<file path="src/rtl/packed_sat_accum.sv">
// Four-lane packed signed 4-bit saturating accumulator with a valid/ready packet interface.
// Each accepted beat adds into the lane sums; the result is held until the consumer takes it.
module packed_sat_accum #(
  parameter int unsigned CNT_W = 8
) (
  input  logic             clk,
  input  logic             rst,
  input  logic             in_valid,
  output logic             in_ready,
  input  logic [15:0]      in_data,
  input  logic             in_last,
  output logic             out_valid,
  input  logic             out_ready,
  output logic [15:0]      out_data,
  output logic [3:0]       out_sat,
  output logic [CNT_W-1:0] out_count
);

  typedef enum logic [1:0] {StIdle, StAccum, StHold} state_e;

  state_e           state_q, state_d;
  logic [15:0]      acc_q, acc_d;
  logic [3:0]       sat_q, sat_d;
  logic [CNT_W-1:0] cnt_q, cnt_d;

  logic             accept;
  logic [15:0]      base_acc;
  logic [3:0]       base_sat;
  logic [CNT_W-1:0] base_cnt;
  logic [15:0]      beat_sum;
  logic [3:0]       beat_ovf;

  // Returns {overflow, saturated-or-wrapped sum}.
  function automatic logic [4:0] sat4(input logic [3:0] a, input logic [3:0] b);
    logic [3:0] s;
    s = a + b;
    if ((a[3] == b[3]) && (s[3] != a[3])) begin
      return {1'b1, (a[3] ? 4'h8 : 4'h7)};
    end
    return {1'b0, s};
  endfunction

  assign in_ready = (state_q != StHold);
  assign accept   = in_valid & in_ready;

  // The first beat of a packet always starts from a zero accumulator.
  assign base_acc = (state_q == StIdle) ? '0 : acc_q;
  assign base_sat = (state_q == StIdle) ? '0 : sat_q;
  assign base_cnt = (state_q == StIdle) ? '0 : cnt_q;

  always_comb begin
    beat_sum = '0;
    beat_ovf = '0;
    for (int k = 0; k < 4; k++) begin
      {beat_ovf[k], beat_sum[4*k +: 4]} = sat4(base_acc[4*k +: 4], in_data[4*k +: 4]);
    end
  end

  always_comb begin
    state_d = state_q;
    acc_d   = acc_q;
    sat_d   = sat_q;
    cnt_d   = cnt_q;
    unique case (state_q)
      StIdle, StAccum: begin
        if (accept) begin
          acc_d   = beat_sum;
          sat_d   = base_sat | beat_ovf;
          cnt_d   = (base_cnt == '1) ? base_cnt : base_cnt + CNT_W'(1);
          state_d = in_last ? StHold : StAccum;
        end
      end
      StHold: begin
        if (out_ready) begin
          state_d = StIdle;
          acc_d   = '0;
          sat_d   = '0;
          cnt_d   = '0;
        end
      end
      default: begin
        state_d = StIdle;
        acc_d   = '0;
        sat_d   = '0;
        cnt_d   = '0;
      end
    endcase
  end

  always_ff @(posedge clk) begin
    if (rst) begin
      state_q <= StIdle;
      acc_q   <= '0;
      sat_q   <= '0;
      cnt_q   <= '0;
    end else begin
      state_q <= state_d;
      acc_q   <= acc_d;
      sat_q   <= sat_d;
      cnt_q   <= cnt_d;
    end
  end

  assign out_valid = (state_q == StHold);
  assign out_data  = acc_q;
  assign out_sat   = sat_q;
  assign out_count = cnt_q;

endmodule

</file>
<file path="config.mk">
export PLATFORM = sky130hd
export DESIGN_NAME = packed_sat_accum
export DESIGN_NICKNAME = d
export VERILOG_FILES = /design/src/rtl/packed_sat_accum.sv
export SDC_FILE = /design/constraint.sdc
export NUM_CORES = 1
export LEC_CHECK = 0
export BUFFER_PORTS_ARGS = -buffer_cell sky130_fd_sc_hd__buf_2
export CORE_ASPECT_RATIO = 0.7
export CORE_MARGIN = 2
export CORE_UTILIZATION = 30
export CTS_CLUSTER_SIZE = 20
export DETAILED_ROUTE_END_ITERATION = 10
export RECOVER_POWER = 25
export SYNTH_ARGS = -nofsm -noshare
export SYNTH_HDL_FRONTEND = slang
export SYNTH_SLANG_ARGS = --single-unit
</file>
<file path="constraint.sdc">
create_clock -name clk -period 3 [get_ports clk]
set_clock_uncertainty 0.05 [all_clocks]
set_input_delay 0.6 -clock clk [delete_from_list [all_inputs] [get_ports clk]]
set_output_delay 0.6 -clock clk [all_outputs]
set_load 0.005 [all_outputs]
</file>
== After elaboration in Yosys (flattened, before gate mapping) ==
Cells that the tools add are included.
Storage, ports and cells
  register bits: 30
  word-level logic and storage cells: 65
  input port bits: 21
  output and inout port bits: 30
Operators by class
  eq/ne operators: 14
  reductions and logical operators: 7
  $add $sub $neg: 5
  bitwise logic cells: 2
  muxes and demuxes: 33
Operator list (number)
  $mux 16: 3
  $mux 5: 8
  $mux 8: 4
  $pmux 16 s2: 1
  $mux 4: 7
  $add 4x4->4: 4
  $pmux 8 s2: 1
  $add 8x1->8 const B: 1
  $eq 8x8->1 const B: 1
  $pmux 4 s2: 1
  $mux 2: 3
  $eq 1x1->1: 4
  $logic_and 1x1->1: 4
  $mux 1: 4
  $ne 1x1->1: 4
  $ne 2x2->1 const B: 2
  $or 4x4->4: 1
  $pmux 2 s2: 1
  $eq 2x1->1 const B: 1
  $eq 2x2->1 const B: 1
  $logic_not 2->1: 1
  $ne 2x1->1 const B: 1
  $reduce_and 2->1: 1
  $reduce_or 2->1: 1
  $and 1x1->1: 1

== Longest topological paths before layout ==
Gate-level depths: netlist of the first run.
  word-level depth: 10
  gate-level depth with buffers: 11
  depth with buffers taken out: 8

== Worst setup path after synthesis of the first run ==
OpenSTA, ideal clock, no wires.
  path kind: flip-flop to flip-flop
  start: register state_q[0]
  end: register acc_q[11] (netlist: out_data[11])
  stages on the path, launching flop included: 11
  data arrival time: 2.136 ns
  period minus slack after synthesis: 2.278 ns
  buffers on the path: 3
  setup slack: 0.722 ns
  library setup time: 0.092 ns
  data required time: 2.858 ns
  cells stage by stage: dfxtp_1 buf_6 or2_4 buf_6 clkbuf_1 and2_1 ha_1 a21oi_1 and2_1 a21oi_1 o32ai_1
Between the ends
  longest elaborated chain between the ends: 9
  elaborated cells on any way between the ends: 20
  those cells by class: 1 x add/sub; 7 x eq/ne; 7 x mux; 1 x bitwise; 4 x reduce/logical
Ends and longest elaborated chain
  start: declaration: line 21  | state_e state_q, state_d;
  start signal: assignment: line 92  | state_q <= StIdle;
  start signal: assignment: line 97  | state_q <= state_d;
  $logic_not 2->1: line 47, 64
  $mux 16: line 47  | assign base_acc = (state_q == StIdle) ? '0 : acc_q;
  $add 4x4->4: line 36  | s = a + b;
  $ne 1x1->1: line 37  | if ((a[3] == b[3]) && (s[3] != a[3])) begin
  $logic_and 1x1->1: line 37
  $mux 1: line 37
  $mux 5: line 40  | return {1'b0, s};
  $mux 16: line 66  | if (accept) begin
  $pmux 16 s2: line 64  | unique case (state_q)
  end signal: assignment: line 93  | acc_q <= '0;
  end signal: assignment: line 98  | acc_q <= acc_d;
  end: declaration: line 22  | logic [15:0] acc_q, acc_d;
Parallel ways exist; a longest one is shown, timed or not. The select of a mux whose other input is x is not followed.
A chain may end at the register's enable or synchronous reset.

== Worst setup path in the final report of the first run ==
  start: register state_q[1]
  end: register acc_q[6] (netlist: out_data[6])
The elaborated chain is that of the path after synthesis.

==> key figures, run 1 <==
Yosys
  – Syn Area/Cell: 8.93 sq um
  – Post-synthesis sequential element count: 30
  – Unique masters post-synth: between 40 and 50
  – Mapped Cells: ~220
  – Net Count, Synth: approximately 260
  – Share of the synthesized area in the top cell type: 0.308
  – Warnings, synthesis: 0
  – Synth top area cells: dfxtp_1, ha_1, o2bb2ai_1
  – Sequential area share after synthesis: 0.308
  – Synthesized area: just under 2000 sq um
  – Cell taking the most area after synthesis: dfxtp_1

GRT
  – Total track usage: 0.147
  – Antenna violations before repair: 0
  – First-pass GRT wire length: ~8300 microns
  – Total grt overflow: 0
  – Largest net degree at the start of global routing: 22
  – Vias in the first global route: around 1,700

Timing
  – Relative slew slack: 0.518
  – Setup_tns: 0 ns
  – Final slew viol count: 0
  – Unrepaired setup endpoints after global routing: false
  – FMAX: around 420 MHz
  – Setup ws final: a little over 0.6 ns
  – Fin crit share: 0.793
  – Final setup viols: 0
  – Final hold vios: 0
  – Worst-margin pin slew: about 0.72 ns
  – WHS: approximately 0.43 ns
  – Fin crit period: between 2 and 2.5 ns

Cells and area
  – # diodes: 0
  – Multi-input gate area: about 1200 sq um
  – Layout cell share with drive strength beyond 1: 0.220
  – Final net count: a little over 300
  – FILL cells: between 600 and 700
  – Layout Cells excl Fill: about 350
  – Area Growth Syn to Fin: 20.0%
  – FF+latch area: ~600 sq um

Worst setup path
  – Worst EP arrival: 2.54 ns
  – Worst path max stage delay: roughly 0.56 ns
  – R2R Setup Slk: around 0.62 ns
  – Crit path max fanout: 21
  – Crit. End Element: flip-flop
  – Critical path's slowest cell: a221oi_1
  – Worst Setup Path Type: reg -> reg
  – Worst R2R End: out_data[6]
  – CP required: 3.16 ns
  – Worst r2r src: state_q[1]
  – Worst setup SP type: flip-flop
  – Reg2reg path depth: 7
  – CP Cell Sequence: or2_4 -> and2_1 -> ha_1 -> nand3_1 -> a221oi_1 -> nor2_1 -> o2bb2ai_1

CTS
  – Clock root buffer: clkbuf_8
  – Clock latency on the worst-skew pair: slightly below 0.3 ns
  – Post-CTS Setup Inserts: 0
  – CTS Hold Buffers Added: 0
  – TritonCTS clock tree: done
  – Post_cts resized: 0
  – Clk sinks: 30
  – Worst-path clk slew: around 0.070 ns
  – Total CTS buffers: 5
  – Max clock buf depth: 2
  – H-Tree Depth: 2

Detailed routing
  – Met3 WL: 312 microns
  – DRC viols: 0
  – Top layer in use: met4
  – WL final: roughly 5000 microns
  – Met2 wire length: roughly 2000 microns
  – Via density: ~5.2
  – Initial detailed-routing violation count: between 70 and 80
  – Final ANT Viol Nets: 0
  – Pre-Repair DR Iteration Count: 4
  – Met1 WL: between 2000 and 3000 microns
  – Wire per inst: between 10 and 15 microns
  – Detailed-route via count: ~1,800

Worst hold path
  – WHS Path Cells: 1
  – Worst Min Path Start: out_data[4]
  – Hold endpoint: out_data[4]
  – Hold WC Path Type: reg -> reg

Floorplan
  – Row count: 24
  – Die ar.: around 7200 sq um
  – Die width: around 100 microns
  – Die Y: 71.4 microns
  – Num ports: 51
  – Core Region: approximately 6200 sq um
  – Initial Utilization: 0.312

Power
  – Sw Pwr: about 0.29 mW
  – Clock power frac: 0.400
  – Int Power: between 0.7 and 0.8 mW
  – Seq pwr share: 0.431
  – VDD IR-drop max: 0.157 mV
  – Power Dens Cells: about 440 nW/um^2
  – Switching Share: 0.279
  – Static Leak: ~0.99 nW
  – Total power: roughly 1.0 mW
  – Gate power share: 0.169

Flow run
  – MaxCap Viol Count: 0

Outcome
  – Status: complete, no violations

Placed design
  – GP Congestion: 0.837
  – DP Cell Count: about 340
  – HPWL after DPL: 3800 microns
  – Port Buffers: 50
  – Pre-CTS setup slack: around 0.57 ns
## kinds of logic (layout without fill, tap and decap cells)
group	Yosys count	after routing	synth area share
and+or+nand+nor	73	73	0.208
AOI/OAI and AO/OA	66	66	0.268
DFF	30	30	0.308
buffers and inverters	26	76	0.0630
adders and majority gates	17	17	0.125
xor gates and xnor gates	5	5	0.0225
muxes	1	1	0.00514
## placed cells by master, fill, tap and decap left out, types with 5 or more instances in the layout
| cell | n |
|---|---|
| clkbuf_1 | 7 |
| buf_2 | 43 |
| and2_1 | 16 |
| nand3_1 | 7 |
| a21oi_1 | 17 |
| nor3_1 | 7 |
| dfxtp_1 | 30 |
| nor2_1 | 14 |
| ha_1 | 13 |
| clkbuf_8 | 5 |
| o2bb2ai_1 | 18 |
| inv_1 | 17 |
| nand2_1 | 9 |
## synthesized netlist by cell type, drive strengths merged
| library cell | n |
|---|---|
| a2111oi | 1 |
| a211oi | 1 |
| a21o | 4 |
| a21oi | 17 |
| a221o | 1 |
| a221oi | 4 |
| a22oi | 4 |
| a31oi | 3 |
| and2 | 16 |
| and2b | 1 |
| and3 | 3 |
| and4 | 1 |
| buf | 6 |
| clkbuf | 3 |
| dfxtp | 30 |
| fa | 4 |
| ha | 13 |
| inv | 17 |
| mux2i | 1 |
| nand2 | 9 |
| nand2b | 2 |
| nand3 | 7 |
| nand3b | 1 |
| nand4 | 2 |
| nor2 | 15 |
| nor2b | 5 |
| nor3 | 8 |
| nor3b | 1 |
| nor4 | 1 |
| o2111ai | 1 |
| o211ai | 2 |
| o21a | 1 |
| o21ai | 1 |
| o221ai | 1 |
| o22a | 3 |
| o22ai | 1 |
| o2bb2ai | 18 |
| o32ai | 3 |
| or2 | 1 |
| xnor2 | 4 |
| xor2 | 1 |
## worst max-delay path, delay by kind of cell (launching register included)
family,cells,cell delay (ns)
simple gates,4,0.81
compound gates,2,0.71
flops,1,0.41
fa+ha+maj,1,0.32
## final cells by class
type	count	share of cell area
clock buffers	5	0.0295
well taps	78	0.0418
inverters	17	0.0273
repair buffers	51	0.107
clock inverters	3	0.0171
multi-input cells	162	0.521
flip-flops and latches	30	0.257
## sequential cells by signal, indices dropped and copies added (netlist names)
register and count:
state_q 2, out_sat 4, out_count 8, out_data 16
## worst max path at each step
stage                    start  depth (start not counted)  slack [ns]           end
finish              state_q[1]                          7        0.62   out_data[6]
global route        state_q[1]                          7        0.40   out_data[6]
CTS                 state_q[1]                          7        0.57  out_count[0]
detailed placement  state_q[1]                          7        0.57  out_count[0]
global placement    state_q[1]                          7        0.64  out_count[0]
floorplan           state_q[0]                         10        0.72  out_data[11]
## through the flow
stage / instance area [sq um] / util
after floorplan: 1950 / -
after global placement: 2240 / 0.359
after detailed placement: 2240 / 0.359
after CTS: 2350 / 0.377
after global routing: 2340 / 0.374
final: 2340 / 0.374
## power by group through the flow
stage	clock, mW	sequential (mW)	combinational [mW]
after floorplan	0	0.446	0.118
after global placement	0	0.451	0.173
after detailed placement	0	0.451	0.175
after CTS	0.420	0.442	0.177
after global routing	0.435	0.445	0.195
final	0.409	0.442	0.173
## routing by layer
layer  vias up  track usage
li1        900            -
met1       822        0.231
met2        61        0.194
met3         7       0.0351
met4         0       0.0487
met5         -            0
Power figures use the tool's default switching activity.
==> run 2, diff against run 1 <==
==> constraint.sdc (replaced) <==
create_clock -name clk -period 2.1 [get_ports clk]
set_clock_uncertainty 0.05 [all_clocks]
set_input_delay 0.42 -clock clk [delete_from_list [all_inputs] [get_ports clk]]
set_output_delay 0.42 -clock clk [all_outputs]
set_load 0.005 [all_outputs]
==> run 2 against run 1 <==
Effect of this change: register-to-register slack got worse by 0.51 ns; via count increased by 2.7%; first-iteration DRC count grew 52%; clock-buffer cell count stayed put; critical path type unchanged; critical endpoint is now out_sat[0]; largest power group unchanged; highest routed layer unchanged.
==> key figures, run 2 (synthesis results as in run 1) <==
Placed design
  – HPWL after DPL: around 3700 microns
  – Port Buffers: 50
  – DP Area: ~2400 sq um
  – DP Cell Count: 345
  – GP Congestion: 0.831

Floorplan
  – Die ar.: between 7000 and 8000 sq um
  – Core Region: roughly 6200 sq um
  – Row count: 24
  – Die width: about 100 microns
  – Die Y: 71.4 microns
  – Num ports: a little over 50
  – Initial Utilization: 0.312

Cells and area
  – Most common cell after layout, fill and taps aside: buf_2
  – Layout cell share with drive strength beyond 1: 0.330
  – Commonest non-fill, non-tap cells in the layout: buf_2, dfxtp_1, o2bb2ai_1
  – # diodes: 0
  – Layout Cells excl Fill: ~350
  – Max FFs per register: 16
  – Post-route cell area: 2520 sq um
  – Final net count: 314
  – FILL cells: about 650
  – Area Growth Syn to Fin: 29.4%

GRT
  – Total grt overflow: 0
  – Largest net degree at the start of global routing: 22
  – Antenna violations before repair: 0
  – Vias in the first global route: between 1,500 and 2,000
  – Total track usage: 0.145
  – First-pass GRT wire length: a little over 8000 microns

Detailed routing
  – Via density: just over 5
  – Wire per inst: between 10 and 15 microns
  – DRC viols: 0
  – Final ANT Viol Nets: 0
  – Detailed-route via count: around 1,800
  – Initial detailed-routing violation count: 108
  – WL final: about 5000 microns
  – Pre-Repair DR Iteration Count: 4

Timing
  – Setup_tns: 0 ns
  – Relative slew slack: 0.663
  – FMAX: approximately 500 MHz
  – Fin crit share: 0.946
  – Worst-margin pin slew: approximately 0.51 ns
  – Final slew viol count: 0
  – Final hold vios: 0
  – Final setup viols: 0
  – Fin crit period: between 1.5 and 2 ns

CTS
  – Clock root buffer: clkbuf_8
  – Post-CTS Setup Inserts: 0
  – Clk sinks: 30
  – Clock latency on the worst-skew pair: between 0.2 and 0.3 ns
  – CTS Hold Buffers Added: 0
  – Worst-path clk slew: ~0.070 ns
  – TritonCTS clock tree: done
  – Total CTS buffers: 5
  – Max clock buf depth: 2
  – H-Tree Depth: 2

Worst setup path
  – Crit. End Element: flip-flop
  – Worst setup SP type: flip-flop
  – Worst Setup Path Type: reg -> reg
  – Worst EP arrival: around 2.2 ns
  – R2R Setup Slk: between 0.1 and 0.15 ns
  – CP required: 2.26 ns
  – Crit path max fanout: 6
  – Reg2reg path depth: 7

Power
  – VDD IR-drop max: 0.276 mV
  – Power Dens Cells: 542 nW/um^2
  – Total power: between 1 and 1.5 mW
  – Static Leak: around 1.1 nW

Outcome
  – Status: complete, no violations

Worst hold path
  – WHS Path Cells: 2
  – Hold WC Path Type: in -> reg

Flow run
  – MaxCap Viol Count: 0
-- run 2: changes by cell type in the layout (fill, tap and decap cells not counted), sizes merged --
| cell | change |
|---|---|
| clkbuf | -7 |
| or2 | +2 |
| buf | +14 |
| bufinv | -1 |
-- run 2: area by class of cell --
type                       instances  area (sq um)  area share
timing repair buffer              58           310       0.123
clock buffer                       5          68.8      0.0273
tap                               78          97.6      0.0387
clock inverter                     2          10.0     0.00397
sequential                        30           601       0.238
inverter                          17          63.8      0.0253
multi-input combinational        164          1370       0.543
-- run 2: timing repair --
item,CTS,global route
setup endpoints to repair,4,17
resized for setup,2,9
pin swaps,0,5
gates cloned,0,2
-- run 2: layer usage --
metal  global-route usage  vias to the layer above  routed length [microns]
li1                     -                      925                        -
met1                0.221                      843                     2550
met2                0.186                       66                     2090
met3               0.0459                        4                      465
met4               0.0533                        0                       42
met5                    0                        -                        0
-- run 2: path summary, 6_finish.rpt --
check	startpoint	endpoint
hold / removal	in_last	state_q[0]
setup reg to reg	state_q[0]	out_sat[0]
hold reg to reg	out_sat[1]	out_sat[1]
setup / recovery	state_q[0]	out_sat[0]
-- run 2: metrics by stage --
| stage | hold slack, ns | setup WS [ns] | util |
|---|---|---|---|
| after floorplan | 0.406 | -0.00165 | - |
| after global placement | 0.409 | 0.0172 | 0.378 |
| after detailed placement | 0.412 | -0.0135 | 0.378 |
| after CTS | 0.295 | 0.0399 | 0.393 |
| after global routing | 0.313 | -0.0368 | 0.403 |
| final | 0.296 | 0.113 | 0.403 |
-- run 2: worst max-delay path, cell delays in order, from the launching register on --
cell and delay, ns:
dfxtp_1 0.35, or2_4 0.30, and2_1 0.17, ha_2 0.38
nand3_2 0.12, a221oi_4 0.32, a21oi_1 0.07, o2bb2ai_1 0.15
-- run 2: report_power, final --
group	total, mW	internal [mW]	leakage, nW	switching, mW
clock network	0.439	0.222	0.0438	0.217
registers	0.630	0.600	0.245	0.0295
logic	0.298	0.134	0.796	0.164
==> run 3, diff against run 2 <==
==> constraint.sdc (replaced) <==
create_clock -name clk -period 2.1 [get_ports clk]
set_clock_uncertainty 0.05 [all_clocks]
set_input_delay 0.42 -clock clk [delete_from_list [all_inputs] [get_ports clk]]
set_output_delay 0.42 -clock clk [all_outputs]
set_load 0.05 [all_outputs]
==> run 3 against run 2 <==
Effect of this change: cell area is 1.6% higher; maximum frequency is 0.18% lower; first-iteration DRC count is 33% lower; global-route usage is 0.69 points higher; power is 19% higher; combinational power is 37% higher; hold slack worse by 0.0073 ns; cell count is 1.1% higher; die area stayed put; critical path depth is 1 higher.
==> key figures, run 3 (synthesis results as in run 1) <==
Worst setup path
  – Reg2reg path depth: 8
  – CP required: approximately 2.2 ns
  – Worst Setup Path Type: reg -> reg
  – Worst setup SP type: flip-flop
  – Worst EP arrival: between 2 and 2.5 ns
  – Crit path max fanout: 5
  – Crit. End Element: flip-flop

GRT
  – Total grt overflow: 0
  – Antenna violations before repair: 0
  – First-pass GRT wire length: between 8000 and 9000 microns
  – Total track usage: 0.152
  – Largest net degree at the start of global routing: 22
  – Vias in the first global route: 1,789

Floorplan
  – Die width: 100 microns
  – Initial Utilization: 0.312
  – Core Region: ~6200 sq um
  – Die ar.: between 7000 and 8000 sq um
  – Num ports: 51
  – Die Y: 71.4 microns
  – Row count: 24

Power
  – VDD IR-drop max: roughly 0.31 mV
  – Power Dens Cells: approximately 630 nW/um^2
  – Total power: 1.62 mW
  – Static Leak: around 1.1 nW
  – Gate power share: 0.252
  – Int Power: around 1.1 mW
  – Seq pwr share: 0.388
  – Switching Share: 0.330
  – Clock power frac: 0.360
  – Sw Pwr: 0.535 mW

Cells and area
  – # diodes: 0
  – Layout cell share with drive strength beyond 1: 0.304
  – Final net count: 317
  – Max FFs per register: 16
  – Commonest non-fill, non-tap cells in the layout: buf_2, dfxtp_1, o2bb2ai_1
  – Final Core Density: 0.410
  – Layout Cells excl Fill: ~360
  – Area Growth Syn to Fin: 31.4%
  – Most common cell after layout, fill and taps aside: buf_2

Timing
  – Unrepaired setup endpoints after global routing: false
  – FMAX: 502 MHz
  – Setup_tns: 0 ns
  – Final slew viol count: 0
  – Final hold vios: 0
  – Relative slew slack: 0.605
  – Fin crit share: 0.948
  – Final setup viols: 0
  – Fin crit period: around 2 ns
  – Worst-margin pin slew: roughly 0.60 ns
  – Setup ws final: approximately 0.11 ns

Placed design
  – HPWL after DPL: 3820 microns
  – Port Buffers: 50
  – GP Congestion: slightly above 0.8
  – DP Cell Count: about 350
  – Pre-CTS setup slack: -0.00794 ns

CTS
  – Clock latency on the worst-skew pair: 0.29 ns
  – Max clock buf depth: 2
  – CTS Hold Buffers Added: 0
  – Worst-path clk slew: 0.07 ns
  – Total CTS buffers: 5
  – TritonCTS clock tree: done
  – Clock root buffer: clkbuf_8
  – H-Tree Depth: 2
  – Clk sinks: 30

Detailed routing
  – Wire per inst: 15.0 microns
  – WL final: between 5000 and 6000 microns
  – Final ANT Viol Nets: 0
  – Pre-Repair DR Iteration Count: 4
  – Detailed-route via count: approximately 1,900
  – DRC viols: 0
  – Initial detailed-routing violation count: 72
  – Via density: between 5 and 6

Worst hold path
  – WHS Path Cells: 2
  – Hold WC Path Type: in -> reg

Outcome
  – Status: complete, no violations

Flow run
  – MaxCap Viol Count: 0
-- run 3: worst paths after layout --
| kind | from | to | slack, ns |
|---|---|---|---|
| worst max-delay path | state_q[1] | out_data[14] | 0.11 |
| worst min-delay path | in_last | state_q[0] | 0.29 |
| worst max register to register | state_q[1] | out_data[14] | 0.11 |
| worst min register to register | out_sat[0] | out_sat[0] | 0.43 |
-- run 3: power groups by stage --
stage                     logic [mW]  registers (mW)  clock network, mW
after floorplan                0.191           0.733                  0
after global placement         0.383           0.640                  0
after detailed placement       0.389           0.639                  0
after CTS                      0.392           0.627              0.596
after global routing           0.443           0.635              0.621
final                          0.409           0.630              0.585
-- run 3: timing repair --
| item | CTS | global route |
|---|---|---|
| gates cloned | 0 | 1 |
| setup endpoints to repair | 4 | 15 |
| gates resized for setup | 1 | 11 |
| setup buffers | 0 | 3 |
| pin swaps | 0 | 6 |
-- run 3: final cells by class --
class	instances	area, sq um
fillers	648	3690
multi-input cells	163	1360
flip-flops and latches	30	603
repair buffers	62	322
well taps	78	97.6
clock buffers	5	68.8
inverters	17	63.8
clock inverters	3	40.0
-- run 3: through the flow --
stage                     hold slack [ns]  cell area [sq um]
after floorplan                     0.483               2020
after global placement              0.409               2370
after detailed placement            0.408               2370
after CTS                           0.287               2490
after global routing                0.299               2560
final                               0.289               2560
-- run 3: layer usage --
layer | GRT usage | wire length [microns] | vias to the layer above
li1 | - | - | 927
met1 | 0.220 | 2760 | 872
met2 | 0.216 | 2190 | 61
met3 | 0.0400 | 348 | 7
met4 | 0.0548 | 57 | 0
met5 | 0 | 0 | -
-- run 3: worst max-delay path, cell delays in order, from the launching register on --
cell,delay [ns]
dfxtp_2,0.34
or2_4,0.26
buf_4,0.17
and2_1,0.15
ha_1,0.21
fa_1,0.38
xor2_1,0.17
nor2_1,0.09
o2bb2ai_1,0.06
